==> src/rtl/dm_arbiter.sv <==
// Two-port round-robin arbiter onto a single-ported data memory.
// m0 is a word-only fetch port. m1 is a load/store port with byte/half/word
// sizes, sign/zero extension and read-modify-write for sub-word stores.
module dm_arbiter (
  input  logic        clk,
  input  logic        rst,
  input  logic        m0_req,
  input  logic [31:0] m0_addr,
  output logic        m0_ack,
  output logic [31:0] m0_rdata,
  input  logic        m1_req,
  input  logic        m1_we,
  input  logic [1:0]  m1_size,
  input  logic        m1_sext,
  input  logic [31:0] m1_addr,
  input  logic [31:0] m1_wdata,
  output logic        m1_ack,
  output logic        m1_err,
  output logic [31:0] m1_rdata,
  output logic [9:0]  dm_addr,
  output logic [3:0]  dm_be,
  output logic [31:0] dm_din,
  output logic        dm_wr,
  input  logic [31:0] dm_dout
);

  typedef enum logic [2:0] {StIdle, StAddr, StCapt, StWrite, StAck} state_e;

  state_e      state_q, state_d;
  logic        prio_q;   // 1: m1 wins a tie
  logic        gnt_q;    // 1: m1 owns the transaction
  logic [11:0] addr_q;
  logic [1:0]  size_q;
  logic        sext_q;
  logic        we_q;
  logic        err_q;
  logic [3:0]  be_q;
  logic [31:0] din_q;    // raw store data, replaced by the merged word for RMW
  logic [31:0] m0_rdata_q;
  logic [31:0] m1_rdata_q;

  logic        req_any;
  logic        gnt_m1;
  logic [11:0] sel_addr;
  logic [1:0]  sel_size;
  logic        sel_we;
  logic        sel_err;
  logic [3:0]  sel_be;
  logic [31:0] lane_mask;
  logic [31:0] wrep;
  logic [31:0] merged;
  logic [31:0] shifted;
  logic [31:0] ld_ext;
  logic        unused_addr;

  assign unused_addr = ^{m0_addr[31:12], m0_addr[1:0], m1_addr[31:12]};

  // Arbitration and selection of the winner's request fields.
  always_comb begin
    req_any  = m0_req | m1_req;
    gnt_m1   = m1_req & (~m0_req | prio_q);
    sel_addr = gnt_m1 ? m1_addr[11:0] : {m0_addr[11:2], 2'b00};
    sel_size = gnt_m1 ? m1_size : 2'b10;
    sel_we   = gnt_m1 & m1_we;
    sel_err  = gnt_m1 & ((m1_size == 2'b11) ||
                         (m1_size == 2'b01 && sel_addr[0]) ||
                         (m1_size == 2'b10 && sel_addr[1:0] != 2'b00));
    sel_be   = 4'b0000;
    if (!sel_err) begin
      case (sel_size)
        2'b00:   sel_be = 4'b0001 << sel_addr[1:0];
        2'b01:   sel_be = sel_addr[1] ? 4'b1100 : 4'b0011;
        default: sel_be = 4'b1111;
      endcase
    end
  end

  // Store merge and load extraction for the latched access.
  always_comb begin
    lane_mask = {{8{be_q[3]}}, {8{be_q[2]}}, {8{be_q[1]}}, {8{be_q[0]}}};
    case (size_q)
      2'b00:   wrep = {4{din_q[7:0]}};
      2'b01:   wrep = {2{din_q[15:0]}};
      default: wrep = din_q;
    endcase
    merged  = (dm_dout & ~lane_mask) | (wrep & lane_mask);
    shifted = dm_dout >> {addr_q[1:0], 3'b000};
    case (size_q)
      2'b00:   ld_ext = {{24{sext_q & shifted[7]}}, shifted[7:0]};
      2'b01:   ld_ext = {{16{sext_q & shifted[15]}}, shifted[15:0]};
      default: ld_ext = shifted;
    endcase
  end

  // Next-state logic; word stores skip the read and errors go straight to ACK.
  always_comb begin
    state_d = state_q;
    case (state_q)
      StIdle: begin
        if (req_any) begin
          if (sel_err)                         state_d = StAck;
          else if (sel_we && sel_size == 2'b10) state_d = StWrite;
          else                                 state_d = StAddr;
        end
      end
      StAddr:  state_d = StCapt;
      StCapt:  state_d = we_q ? StWrite : StAck;
      StWrite: state_d = StAck;
      StAck:   state_d = StIdle;
      default: state_d = StIdle;
    endcase
  end

  // State, request latches, read capture and priority pointer.
  always_ff @(posedge clk) begin
    if (rst) begin
      state_q    <= StIdle;
      prio_q     <= 1'b0;
      gnt_q      <= 1'b0;
      addr_q     <= '0;
      size_q     <= '0;
      sext_q     <= 1'b0;
      we_q       <= 1'b0;
      err_q      <= 1'b0;
      be_q       <= '0;
      din_q      <= '0;
      m0_rdata_q <= '0;
      m1_rdata_q <= '0;
    end else begin
      state_q <= state_d;
      if (state_q == StIdle && req_any) begin
        gnt_q  <= gnt_m1;
        addr_q <= sel_addr;
        size_q <= sel_size;
        sext_q <= gnt_m1 & m1_sext;
        we_q   <= sel_we;
        err_q  <= sel_err;
        be_q   <= sel_be;
        din_q  <= gnt_m1 ? m1_wdata : '0;
      end
      if (state_q == StCapt) begin
        if (we_q)       din_q      <= merged;
        else if (gnt_q) m1_rdata_q <= ld_ext;
        else            m0_rdata_q <= dm_dout;
      end
      if (state_q == StAck) prio_q <= ~gnt_q;
    end
  end

  // Memory-side and requester-side outputs decoded from the current state.
  always_comb begin
    dm_addr  = (state_q != StIdle) ? addr_q[11:2] : '0;
    dm_be    = (state_q != StIdle) ? be_q : '0;
    dm_din   = din_q;
    dm_wr    = (state_q == StWrite) && !rst;
    m0_ack   = (state_q == StAck) && !gnt_q;
    m1_ack   = (state_q == StAck) && gnt_q;
    m1_err   = (state_q == StAck) && gnt_q && err_q;
    m0_rdata = m0_rdata_q;
    m1_rdata = m1_rdata_q;
  end

endmodule

==> config.mk <==
export PLATFORM = sky130hd
export DESIGN_NAME = dm_arbiter
export DESIGN_NICKNAME = d
export VERILOG_FILES = /design/src/rtl/dm_arbiter.sv
export SDC_FILE = /design/constraint.sdc
export NUM_CORES = 1
export LEC_CHECK = 0
export ABC_AREA = 1
export ABC_CLOCK_PERIOD_IN_PS = 3900
export CAP_MARGIN = 20
export CORE_ASPECT_RATIO = 0.75
export CORE_MARGIN = 1.5
export CORE_UTILIZATION = 43
export CTS_CLUSTER_DIAMETER = 200
export CTS_CLUSTER_SIZE = 10
export DETAILED_ROUTE_END_ITERATION = 16
export DONT_BUFFER_PORTS = 1
export GPL_ROUTABILITY_DRIVEN = 1
export PLACE_DENSITY_LB_ADDON = 0.05
export SLEW_MARGIN = 10
export SYNTH_ARGS = -nofsm -noshare
export SYNTH_HDL_FRONTEND = slang
export SYNTH_SLANG_ARGS = --single-unit
==> constraint.sdc <==
create_clock -name clk -period 3.9 [get_ports clk]
set_input_delay 1.17 -clock clk [delete_from_list [all_inputs] [get_ports clk]]
set_output_delay 1.17 -clock clk [all_outputs]
set_load 0.02 [all_outputs]
* Word level (Yosys, flattened, before mapping) *
Cells that the tools add are included.

word-level totals
  register bits = 122
  output and inout port bits = 114

operators by class
  equality and inequality tests = 11
  shift operators = 2
  muxes and demuxes = 18
  bitwise operators = 15
  reductions and logical operators = 19

operators by type and width
  kind                 count
  $mux 32              4
  $pmux 32 s2          2
  $and 32x32->32       2
  $not 32->32          1
  $or 32x32->32        1
  $shr 32x5->32        1
  $mux 12              1
  $mux 4               3
  $pmux 3 s4           1
  $mux 10              1
  $mux 3               3
  $logic_and 1x1->1    8
  $pmux 4 s2           1
  $and 1x1->1          6
  $eq 2x1->1 const B   3
  $eq 2x2->1 const B   3
  $eq 3x2->1 const B   2
  $reduce_and 3->1     2
  $logic_not 2->1      2
  $mux 2               2
  $shl 1x2->4 const A  1
  $eq 3x1->1 const B   1
  $eq 3x3->1 const B   1
  $logic_not 3->1      1
  7 further kinds      12

* Longest topological paths before layout *
  depth in word-level cells = 11
  mapped depth = 10
  gate-level depth less buffers = 8

* Least setup slack after synthesis *
OpenSTA, ideal clock, no wires.

  path type = input port to output port
  from = input port rst
  to = output port dm_wr
  data arrival time = 2,232 ps
  data required time = 2,730 ps
  slack = 498 ps
  stages on the path = 3
  cells stage by stage = clkbuf_1 > clkbuf_1 > nor4_1

on the way
  cells in the longest elaborated chain, start to end = 2

ends and longest elaborated chain
  element            RTL line  source
  from (decl)        6         input logic rst,
  $logic_not 1->1    155       dm_wr = (state_q == StWrite) && !rst;
  $logic_and 1x1->1  155
  to (decl)          23        output logic dm_wr,

No other way between the ends.

* Worst setup path in the final report *
  from = register state_q[1]
  to = output port dm_be[1]

on the way
  cells in the longest elaborated chain, start to end = 2

ends and longest elaborated chain
  element                 RTL line  source
  from (decl)             29        state_e state_q, state_d;
  from (signal assigned)  117       state_q <= StIdle;
  from (signal assigned)  130       state_q <= state_d;
  $reduce_bool 3->1       153       dm_be = (state_q != StIdle) ? be_q : '0;
  $mux 4                  153
  to (decl)               21        output logic [3:0] dm_be,

No other way between the ends.

==> impl_metrics.json <==
{
  "status": "finished clean",
  "synthCells": 960,
  "cap_violations": 0,
  "setup.worst_path.start_class": "flip-flop",
  "io_buffers": 0,
  "clk_latency_ns": 0.43,
  "tightest_slew_ns": 1.04,
  "netlist_area_mm2": 0.00616,
  "synthToLayoutAreaGrowth_pct": 8.95,
  "worst-path-max-fanout": 17,
  "cts_resized": 0,
  "die_h_um": 107,
  "row_count": 37,
  "vias_per_cell": 5.48,
  "first_iter_violations": 462,
  "grt_pass1_vias": 5613,
  "required_ns": 2.73,
  "core_area_mm2": 0.0138,
  "diodes": 0,
  "max_freq_ghz": 0.311,
  "utilization_pct": 48.5,
  "sw_frac_of_total_pct": 35.8,
  "clock-root-buffer": "clkbuf_16",
  "clkPwrFrac_pct": 39.3,
  "drc": 0,
  "grt_overflow": 0,
  "cts_buffers": 17,
  "io_pins": 250,
  "cts_buffer_depth": 2,
  "worstSetupPathType": "reg2out",
  "start_util_pct": 44.5,
  "grt.total_usage_pct": 28.0,
  "setup_tns_ns": 0,
  "wire_per_inst_um": 18.8,
  "fin_crit_sh_pct": 82.3,
  "postRouteWirelength_um": 21000,
  "cts_tree": "built",
  "cellPowerDensity_mw_per_mm2": 572,
  "htreeDepth": 4,
  "dr.pass1.iters": 5,
  "intPower_mw": 2.47,
  "critical_path_arrival_ns": 2.04,
  "power_frac_comb_pct": 20.3,
  "synth-seq-area-share_pct": 39.6,
  "period_needed_ns": 3.21,
  "finClkSkew_ns": 0.0135,
  "hold_buffers": 0,
  "grt_pass1_wl_um": 31900,
  "relSlewSlack_pct": 30.5,
  "fin_area_mm2": 0.00672,
  "ant_nets": 0,
  "grt_max_degree": 89,
  "hold_violations": 0,
  "rsz0062_at_grt": "no",
  "fp.dieArea_mm2": 0.0151,
  "p_sw_mw": 1.38,
  "yosysUniqueCellTypes": 29,
  "fp.dieW_um": 141,
  "cts_setup_buffers": 0,
  "hold_path_class": "reg2reg",
  "final_nets": 1061,
  "place_hpwl_um": 15200,
  "drive_above_1_share_pct": 6.29,
  "peakVddDrop_v": 0.000279,
  "cts_sinks": 122,
  "setup_viol": 0,
  "yosys_warnings": 0,
  "ys_ff_latch": 122,
  "synth_area_per_cell_um2": 6.42,
  "drv_slew": 0,
  "path_clk_slew_ns": 0.06,
  "seqPwrFrac_pct": 40.4,
  "syn_nets": 1096,
  "p_leak_nw": 2.88,
  "route.vias.total": 6103,
  "place_congestion": 0.890,
  "place_area_mm2": 0.00615,
  "end_kind": "output port",
  "antenna_found_initial": 0
}
==> worst max-delay path, cell delays in order, from the launching register on <==
cell and delay [ns]:
dfxtp_1 0.42, nor2_2 0.06, nand2_2 0.13, clkinv_1 0.47
nor2_1 0.54
==> layout by cell type (no fill, tap or decap) <==
cell / count
clkinvlp_4: 4
nand3_1: 64
o21ai_0: 73
a31oi_1: 1
buf_4: 6
a22oi_1: 7
nand2_2: 3
nor2_2: 4
nand4_2: 1
inv_2: 7
a21oi_1: 108
bufinv_16: 1
o211ai_1: 8
nand2_1: 186
a21boi_0: 14
nor2_4: 2
nand3_2: 3
nor3b_1: 1
inv_6: 2
inv_1: 88
clkbuf_16: 17
nor4_1: 1
nand4_1: 1
clkinv_2: 4
dfxtp_1: 122
nor2_1: 191
nand3b_1: 1
o21ai_1: 9
clkbuf_8: 1
clkinv_1: 1
clkinv_4: 3
a211oi_1: 3
nor3_4: 1
==> path summary, 6_finish.rpt <==
kind	startpoint	cells after the start	slack, ns	to
min	err_q$_SDFFE_PP0P_	2	0.46	err_q$_SDFFE_PP0P_
max	state_q[1]$_SDFFE_PP0P_	4	0.69	dm_be[1]
max reg2reg	addr_q[0]$_SDFFE_PP0P_	7	1.61	m1_rdata[24]$_SDFFE_PP0P_
min reg2reg	err_q$_SDFFE_PP0P_	2	0.46	err_q$_SDFFE_PP0P_
==> cell usage after synthesis, drive strengths merged <==
master | instances | area share, %
a31oi | 1 | 0.10
a22oi | 7 | 0.85
nor3b | 1 | 0.12
a21oi | 108 | 8.8
nand3b | 1 | 0.12
a21boi | 14 | 1.7
inv | 95 | 5.8
o21ai | 82 | 6.7
dfxtp | 122 | 40
clkbuf | 27 | 1.6
nor2 | 197 | 12
nand4 | 2 | 0.30
a211oi | 3 | 0.37
clkinv | 1 | 0.061
nand2 | 189 | 12
nand3 | 67 | 5.7
nor3 | 1 | 0.26
buf | 33 | 2.8
o211ai | 8 | 0.97
nor4 | 1 | 0.10
==> per-stage QoR <==
| stage | hold slack, ns | cells | setup WS (ns) | power, mW |
|---|---|---|---|---|
| 6_report | 0.460 | 1113 | 0.689 | 3.84 |
| 5_1_grt | 0.494 | 1113 | 0.492 | 4.04 |
| 4_1_cts | 0.460 | 1113 | 0.643 | 3.85 |
| 3_5_place_dp | 0.452 | 1081 | 0.986 | 2.35 |
| 3_3_place_gp | 0.447 | 1081 | 1.02 | 2.33 |
| 2_1_floorplan | 0.440 | 960 | 0.498 | 2.16 |
==> power groups by stage <==
stage / clock [mW] / sequential, mW / combinational (mW)
after detailed placement: 0 / 1.58 / 0.768
after global routing: 1.59 / 1.57 / 0.878
final: 1.51 / 1.55 / 0.779
after floorplan: 0 / 1.51 / 0.648
after global placement: 0 / 1.58 / 0.759
after CTS: 1.53 / 1.55 / 0.772
==> cell type report <==
type	instances	area, µm²
fillers	1455	7130
multi-input cells	682	3090
flip-flops and latches	122	2440
clock buffers	18	439
inverters	96	360
well taps	175	219
clock inverters	14	124
repair buffers	6	45.0
==> per-layer routing <==
| layer | vias up | part of all wire [%] | track usage [%] |
|---|---|---|---|
| li1 | 3016 | - | - |
| met1 | 2796 | 45 | 37.4 |
| met2 | 266 | 43 | 42.2 |
| met3 | 25 | 10 | 10.1 |
| met4 | 0 | 1.6 | 8.04 |
| met5 | - | 0 | 0 |
==> cell families (layout without fill, tap and decap cells) <==
kind of cell	after synthesis	in the layout	share of synthesized area, %
AO/OA/AOI/OAI	223	223	19.4
buffers and inverters	156	134	10.3
flip-flops	122	122	39.6
AND/OR/NAND/NOR	459	459	30.6
Note: power is estimated with default switching activity, not from simulation.
